`src/rtl/mem_frontdoor_master.sv`:
```
// Front-door initiator for a single-port synchronous memory: turns single/burst
// requests into addr/wdata/wr_en/rd_en strobes and returns read beats on a response channel.
module mem_frontdoor_master #(
    parameter int WIDTH      = 16,
    parameter int DEPTH      = 64,
    parameter int ADDR_WIDTH = 6
) (
    input  logic                  clk_i,
    input  logic                  rst_i,
    input  logic                  req_valid_i,
    output logic                  req_ready_o,
    input  logic                  req_write_i,
    input  logic [ADDR_WIDTH-1:0] req_addr_i,
    input  logic [WIDTH-1:0]      req_wdata_i,
    input  logic [ADDR_WIDTH-1:0] req_len_i,
    output logic                  rsp_valid_o,
    input  logic                  rsp_ready_i,
    output logic [WIDTH-1:0]      rsp_rdata_o,
    output logic [ADDR_WIDTH-1:0] rsp_addr_o,
    output logic                  rsp_last_o,
    output logic                  done_o,
    output logic                  busy_o,
    output logic [ADDR_WIDTH-1:0] mem_addr_o,
    output logic [WIDTH-1:0]      mem_wdata_o,
    output logic                  mem_wr_en_o,
    output logic                  mem_rd_en_o,
    input  logic [WIDTH-1:0]      mem_rdata_i
);

    // Handshakes: a transfer happens on a rising edge where valid and ready are
    // both high; the sender holds valid and payload stable until that edge.

    typedef enum logic [2:0] {
        IDLE     = 3'd0,
        WRITE    = 3'd1,
        RD_ISSUE = 3'd2,
        RD_WAIT  = 3'd3,
        RD_RESP  = 3'd4
    } state_e;

    localparam logic [ADDR_WIDTH-1:0] LAST_ADDR = ADDR_WIDTH'(DEPTH - 1);

    state_e                state_q, state_d;
    logic [ADDR_WIDTH-1:0] cnt_q, cnt_d;
    logic                  req_ready_q, req_ready_d;
    logic                  rsp_valid_q, rsp_valid_d;
    logic [WIDTH-1:0]      rsp_rdata_q, rsp_rdata_d;
    logic [ADDR_WIDTH-1:0] rsp_addr_q, rsp_addr_d;
    logic                  rsp_last_q, rsp_last_d;
    logic                  done_q, done_d;
    logic                  busy_q, busy_d;
    logic [ADDR_WIDTH-1:0] mem_addr_q, mem_addr_d;
    logic [WIDTH-1:0]      mem_wdata_q, mem_wdata_d;
    logic                  mem_wr_en_q, mem_wr_en_d;
    logic                  mem_rd_en_q, mem_rd_en_d;
    logic                  accept;

    // Address wraps at DEPTH-1 even when DEPTH is not a power of two.
    function automatic logic [ADDR_WIDTH-1:0] next_addr(input logic [ADDR_WIDTH-1:0] a);
        return (a == LAST_ADDR) ? '0 : a + ADDR_WIDTH'(1);
    endfunction

    assign accept = (state_q == IDLE) && req_valid_i && req_ready_q;

    always_comb begin
        state_d     = state_q;
        cnt_d       = cnt_q;
        req_ready_d = 1'b0;
        done_d      = 1'b0;
        mem_wr_en_d = 1'b0;
        mem_rd_en_d = 1'b0;
        mem_addr_d  = mem_addr_q;
        mem_wdata_d = mem_wdata_q;
        rsp_valid_d = rsp_valid_q;
        rsp_rdata_d = rsp_rdata_q;
        rsp_addr_d  = rsp_addr_q;
        rsp_last_d  = rsp_last_q;

        // cnt_q holds the number of beats remaining after the one in flight.
        case (state_q)
            IDLE: begin
                if (accept) begin
                    cnt_d      = req_len_i;
                    mem_addr_d = req_addr_i;
                    if (req_write_i) begin
                        state_d     = WRITE;
                        mem_wr_en_d = 1'b1;
                        mem_wdata_d = req_wdata_i;
                    end else begin
                        state_d     = RD_ISSUE;
                        mem_rd_en_d = 1'b1;
                    end
                end else begin
                    req_ready_d = 1'b1;
                end
            end
            WRITE: begin
                if (cnt_q == '0) begin
                    state_d     = IDLE;
                    done_d      = 1'b1;
                    req_ready_d = 1'b1;
                end else begin
                    mem_wr_en_d = 1'b1;
                    mem_addr_d  = next_addr(mem_addr_q);
                    mem_wdata_d = mem_wdata_q + WIDTH'(1);
                    cnt_d       = cnt_q - ADDR_WIDTH'(1);
                end
            end
            RD_ISSUE: begin
                state_d = RD_WAIT;
            end
            RD_WAIT: begin
                // Memory read data is registered, so it is valid during this cycle.
                state_d     = RD_RESP;
                rsp_valid_d = 1'b1;
                rsp_rdata_d = mem_rdata_i;
                rsp_addr_d  = mem_addr_q;
                rsp_last_d  = (cnt_q == '0);
            end
            RD_RESP: begin
                if (rsp_ready_i) begin
                    rsp_valid_d = 1'b0;
                    rsp_last_d  = 1'b0;
                    if (cnt_q == '0) begin
                        state_d     = IDLE;
                        done_d      = 1'b1;
                        req_ready_d = 1'b1;
                    end else begin
                        state_d     = RD_ISSUE;
                        mem_rd_en_d = 1'b1;
                        mem_addr_d  = next_addr(mem_addr_q);
                        cnt_d       = cnt_q - ADDR_WIDTH'(1);
                    end
                end
            end
            default: begin
                state_d = IDLE;
            end
        endcase

        busy_d = (state_d != IDLE);
    end

    always_ff @(posedge clk_i or negedge rst_i) begin
        if (!rst_i) begin
            state_q     <= IDLE;
            cnt_q       <= '0;
            req_ready_q <= 1'b0;
            rsp_valid_q <= 1'b0;
            rsp_rdata_q <= '0;
            rsp_addr_q  <= '0;
            rsp_last_q  <= 1'b0;
            done_q      <= 1'b0;
            busy_q      <= 1'b0;
            mem_addr_q  <= '0;
            mem_wdata_q <= '0;
            mem_wr_en_q <= 1'b0;
            mem_rd_en_q <= 1'b0;
        end else begin
            state_q     <= state_d;
            cnt_q       <= cnt_d;
            req_ready_q <= req_ready_d;
            rsp_valid_q <= rsp_valid_d;
            rsp_rdata_q <= rsp_rdata_d;
            rsp_addr_q  <= rsp_addr_d;
            rsp_last_q  <= rsp_last_d;
            done_q      <= done_d;
            busy_q      <= busy_d;
            mem_addr_q  <= mem_addr_d;
            mem_wdata_q <= mem_wdata_d;
            mem_wr_en_q <= mem_wr_en_d;
            mem_rd_en_q <= mem_rd_en_d;
        end
    end

    assign req_ready_o = req_ready_q;
    assign rsp_valid_o = rsp_valid_q;
    assign rsp_rdata_o = rsp_rdata_q;
    assign rsp_addr_o  = rsp_addr_q;
    assign rsp_last_o  = rsp_last_q;
    assign done_o      = done_q;
    assign busy_o      = busy_q;
    assign mem_addr_o  = mem_addr_q;
    assign mem_wdata_o = mem_wdata_q;
    assign mem_wr_en_o = mem_wr_en_q;
    assign mem_rd_en_o = mem_rd_en_q;

endmodule

```
`config.mk`:
```
export PLATFORM = sky130hd
export DESIGN_NAME = mem_frontdoor_master
export DESIGN_NICKNAME = d
export VERILOG_FILES = /design/src/rtl/mem_frontdoor_master.sv
export SDC_FILE = /design/constraint.sdc
export NUM_CORES = 1
export LEC_CHECK = 0
export BUFFER_PORTS_ARGS = -buffer_cell sky130_fd_sc_hd__buf_2
export CAP_MARGIN = 20
export CORE_ASPECT_RATIO = 1.1
export CORE_UTILIZATION = 38
export CTS_BUF_LIST = sky130_fd_sc_hd__clkbuf_8
export DETAILED_ROUTE_END_ITERATION = 12
export MAX_ROUTING_LAYER = met4
export PLACE_DENSITY = 0.75
export SLEW_MARGIN = 20
export SYNTH_ARGS = -nofsm -noshare
export SYNTH_HDL_FRONTEND = slang
export SYNTH_SLANG_ARGS = --single-unit
```
`constraint.sdc`:
```
create_clock -name clk_i -period 1.9 [get_ports clk_i]
set_input_delay 0.285 -clock clk_i [delete_from_list [all_inputs] [get_ports clk_i]]
set_output_delay 0.285 -clock clk_i [all_outputs]
set_load 0.01 [all_outputs]
```
==> results.txt <==
----------------------------------------------------
[STA]
  Final hold slack ... 0.162 ns
  Final Slew Violations ... 0
  Final critical-path required period ... approximately 2 ns
  Final Hold Violating Endpoints ... 0
  Unrepaired setup endpoints after global routing ... yes
  Final total negative setup slack ... -0.759 ns
  Maximum clock rate ... roughly 0.51 GHz
  Slew @ Worst Pin ... 0.394 ns
  Setup skew after layout ... 0.00472 ns
  Setup slack of the critical path after layout ... -0.0769 ns
  Normalized max-slew margin ... 0.737
  Count of endpoints failing setup in the final report ... 18
  Period utilization ... 1.04

[Pwr]
  Leak Pwr ... 1.90 nW
  Worst vdd ir ... 855 uV
  Power per cell area ... around 2000 mW/mm2
  Post-layout total power ... between 0.008 and 0.009 W

[Detailed routing]
  Wire length reported by the detailed router ... 7850 um
  DRC ... 0
  Count of routing violations after the opening detailed-route iteration ... about 140
  Via total after detailed routing ... 2,849
  Via density ... 5.30
  DRT Pass-1 Iters ... 5
  Routed length per instance ... approximately 15 um
  Antenna Violating Nets Remaining ... 0

[Placement]
  Post-detailed-placement cell area ... 0.00369 mm2
  Weighted congestion at the end of routability-driven global placement ... 0.867
  I/O Buffers ... 99
  Total half-perimeter wirelength after legalization and detailed placement ... ~5500 um

[Die]
  Effective utilization at floorplan ... 0.396
  Floorplan die width ... 86.6 um
  Core footprint ... about 0.0076 mm2
  IO Pins ... 100
  Die footprint ... about 0.0082 mm2
  Site row count ... 33
  Vert. Die Dim ... 95.0 um

[Global route]
  GRT Util Overall ... 0.208
  Maximum number of pins on one net before global-route repair ... 31
  Via count of the first global-routing pass ... 2,749
  First-pass GRT wire length ... 12,900 um
  Antenna violations before repair ... 0
  Overall overflow remaining after global route ... 0

[Yosys]
  Number of distinct library cell variants in the gate-level netlist after synthesis ... 45
  Synthesized cell area ... 0.00299 mm2
  Synthesized instance count ... 306
  Warning count from the yosys run ... 0
  Part of the Yosys area used for sequential elements ... 0.502
  Syn_nets ... 358
  Synth Flop Type ... sky130_fd_sc_hd__dfrtp_1
  Async set-reset flop share out of synthesis ... 1.00
  Number of synthesized register bits ... 60
  Number of enable flip-flop cells after synthesis ... 0
  Average cell area after synthesis ... 9.77 um2

[Cells and area]
  Design area ... 0.00409 mm2
  Area delta synth->final ... 36.9%
  Antenna diode instance count ... 0
  Share of cells above drive strength 1 ... 0.427
  Net count, final ... 480

[Status]
  Violations in the final reports ... negative setup slack
  Outcome ... finished, violations left

[Worst hold path]
  Class of the tightest hold or removal check ... in2reg

[Clocking]
  CTS max path bufs ... 2
  Worst skew pair latency ... 0.33 ns
  Number of H-tree levels ... 3
  Clock Pin Slew Worst Setup and Hold Paths ... about 0.07 ns
  Root Buffer ... sky130_fd_sc_hd__clkbuf_8
  Clk sinks ... 60
  Clock buffer count from CTS ... 9
  TritonCTS clock tree ... built

[Setup path]
  Critical Path Start Type ... register
  Crit end category ... register
  Data arrival time of the worst path ... between 2 and 2.5 ns
  Crit path required time ... 2.11 ns
  Biggest fanout along the worst timing path ... 8
  Kind of critical path ... reg2reg

[Job]
  Number of maximum-capacitance constraint violations ... 0

----------------------------------------------------
cell families (layout without fill, tap and decap cells):
group | count (synthesis) | after routing | share of synthesized area
simple gates | 104 | 104 | 0.162
mux | 23 | 23 | 0.0862
compound gates | 93 | 93 | 0.199
flops | 60 | 60 | 0.502
fa+ha+maj | 3 | 3 | 0.0126
buf+inv | 23 | 150 | 0.0377
where the power goes:
part / leakage [nW] / internal [W] / switching [W] / total, W
clock network: 0.115 / 0.000762 / 0.000483 / 0.00125
registers: 0.706 / 0.00192 / 0.000622 / 0.00254
logic: 1.07 / 0.00196 / 0.00232 / 0.00427
total: 1.90 / 0.00464 / 0.00342 / 0.00806
cell type report:
type                            instances  area [um2]
Timing Repair inverter                  2        12.5
Clock buffer                           10         138
Timing Repair Buffer                  125         741
Clock inverter                          6        80.1
Tap cell                              105         131
Multi-Input combinational cell        223        1460
Fill cell                             693        3460
Sequential cell                        60        1500
Inverter                                7        31.3
registers in the layout, indices dropped and copies added (netlist names):
| name | count |
|---|---|
| req_ready_o | 1 |
| busy_o | 1 |
| state_q | 3 |
| mem_wr_en_o | 1 |
| mem_wdata_o | 16 |
| rsp_addr_o | 6 |
| rsp_rdata_o | 16 |
| cnt_q | 6 |
| mem_rd_en_o | 1 |
| mem_addr_o | 6 |
| rsp_valid_o | 1 |
| done_o | 1 |
| rsp_last_o | 1 |
worst paths after layout:
| check | startpoint | to | slack, ns | cells after the start |
|---|---|---|---|---|
| worst max-delay path | cnt_q[0] | mem_wdata_o[5] | -0.08 | 8 |
| worst min-delay path | mem_rdata_i[11] | rsp_rdata_o[11] | 0.16 | 2 |
| min in group asynchronous | rst_i | mem_wdata_o[14] | 0.41 | 2 |
| max in group asynchronous | rst_i | busy_o | 0.98 | 3 |
| worst min register to register | rsp_rdata_o[11] | rsp_rdata_o[11] | 0.49 | 1 |
| worst max register to register | cnt_q[0] | mem_wdata_o[5] | -0.08 | 8 |
worst max-delay path, stage by stage, from the launching register on:
cell and delay [ns]:
sky130_fd_sc_hd__dfrtp_1 0.38, sky130_fd_sc_hd__inv_1 0.06, sky130_fd_sc_hd__ha_2 0.17, sky130_fd_sc_hd__or3b_4 0.39, sky130_fd_sc_hd__or2_4 0.26, sky130_fd_sc_hd__a21oi_4 0.24, sky130_fd_sc_hd__buf_6 0.18, sky130_fd_sc_hd__a21oi_1 0.05
sky130_fd_sc_hd__a2bb2oi_1 0.13
cell usage after synthesis, types with 2 or more instances:
library cell,n,area share
sky130_fd_sc_hd__dfrtp_1,60,0.50
sky130_fd_sc_hd__nand2_1,39,0.049
sky130_fd_sc_hd__a21oi_1,32,0.054
sky130_fd_sc_hd__nor2_1,22,0.028
sky130_fd_sc_hd__nand3_1,20,0.033
sky130_fd_sc_hd__mux2_2,15,0.057
sky130_fd_sc_hd__o21ai_0,13,0.022
sky130_fd_sc_hd__o22ai_1,10,0.021
sky130_fd_sc_hd__a2bb2oi_1,7,0.021
sky130_fd_sc_hd__mux2_1,7,0.026
sky130_fd_sc_hd__buf_2,6,0.010
sky130_fd_sc_hd__clkbuf_1,6,0.0075
sky130_fd_sc_hd__inv_1,6,0.0075
sky130_fd_sc_hd__o21ai_1,6,0.010
sky130_fd_sc_hd__a21oi_2,5,0.015
sky130_fd_sc_hd__a22o_1,4,0.012
sky130_fd_sc_hd__a31oi_1,4,0.0084
sky130_fd_sc_hd__nand2b_1,4,0.0084
sky130_fd_sc_hd__and3_1,3,0.0063
sky130_fd_sc_hd__ha_1,3,0.013
sky130_fd_sc_hd__nor3_1,3,0.0050
sky130_fd_sc_hd__o32ai_1,3,0.0088
sky130_fd_sc_hd__or3_1,3,0.0063
sky130_fd_sc_hd__and4_1,2,0.0059
sky130_fd_sc_hd__buf_6,2,0.0075
sky130_fd_sc_hd__nand3b_1,2,0.0050
timing repair:
item | 4_1_cts | 5_1_grt
endpoints found under the hold margin | 13 | 0
hold buffers | 1 | 0
gates cloned | 2 | 2
resized for setup | 8 | 27
setup buffers | 2 | 3
pin swaps | 0 | 3
setup endpoints to repair | 12 | 29
metrics by stage:
step	utilization	setup slack [ns]	std cells
3_5_place_dp	0.489	-0.0660	512
6_report	0.542	-0.0769	538
5_1_grt	0.542	-0.141	538
4_1_cts	0.525	-0.0173	533
2_1_floorplan	-	-0.0174	306
3_3_place_gp	0.489	-0.00962	512
placed cells by master, fill, tap and decap left out, drive strengths merged, types with 3 or more instances in the layout:
cell / instances
a21oi: 38
a22o: 4
a2bb2oi: 7
a31oi: 4
and3: 3
buf: 124
clkbuf: 10
dfrtp: 60
ha: 3
inv: 11
mux2: 22
nand2: 39
nand2b: 4
nand3: 20
nor2: 22
nor3: 3
o21ai: 19
o22ai: 10
o32ai: 3
or3: 3
per-layer routing:
metal  share of wire  GRT usage  up-vias
met5               0          -        -
met4           0.015     0.0736        0
met3           0.056     0.0450       12
met2            0.50      0.345      119
met1            0.43      0.251     1360
li1                -          -     1358
Power figures use the tool's default switching activity.
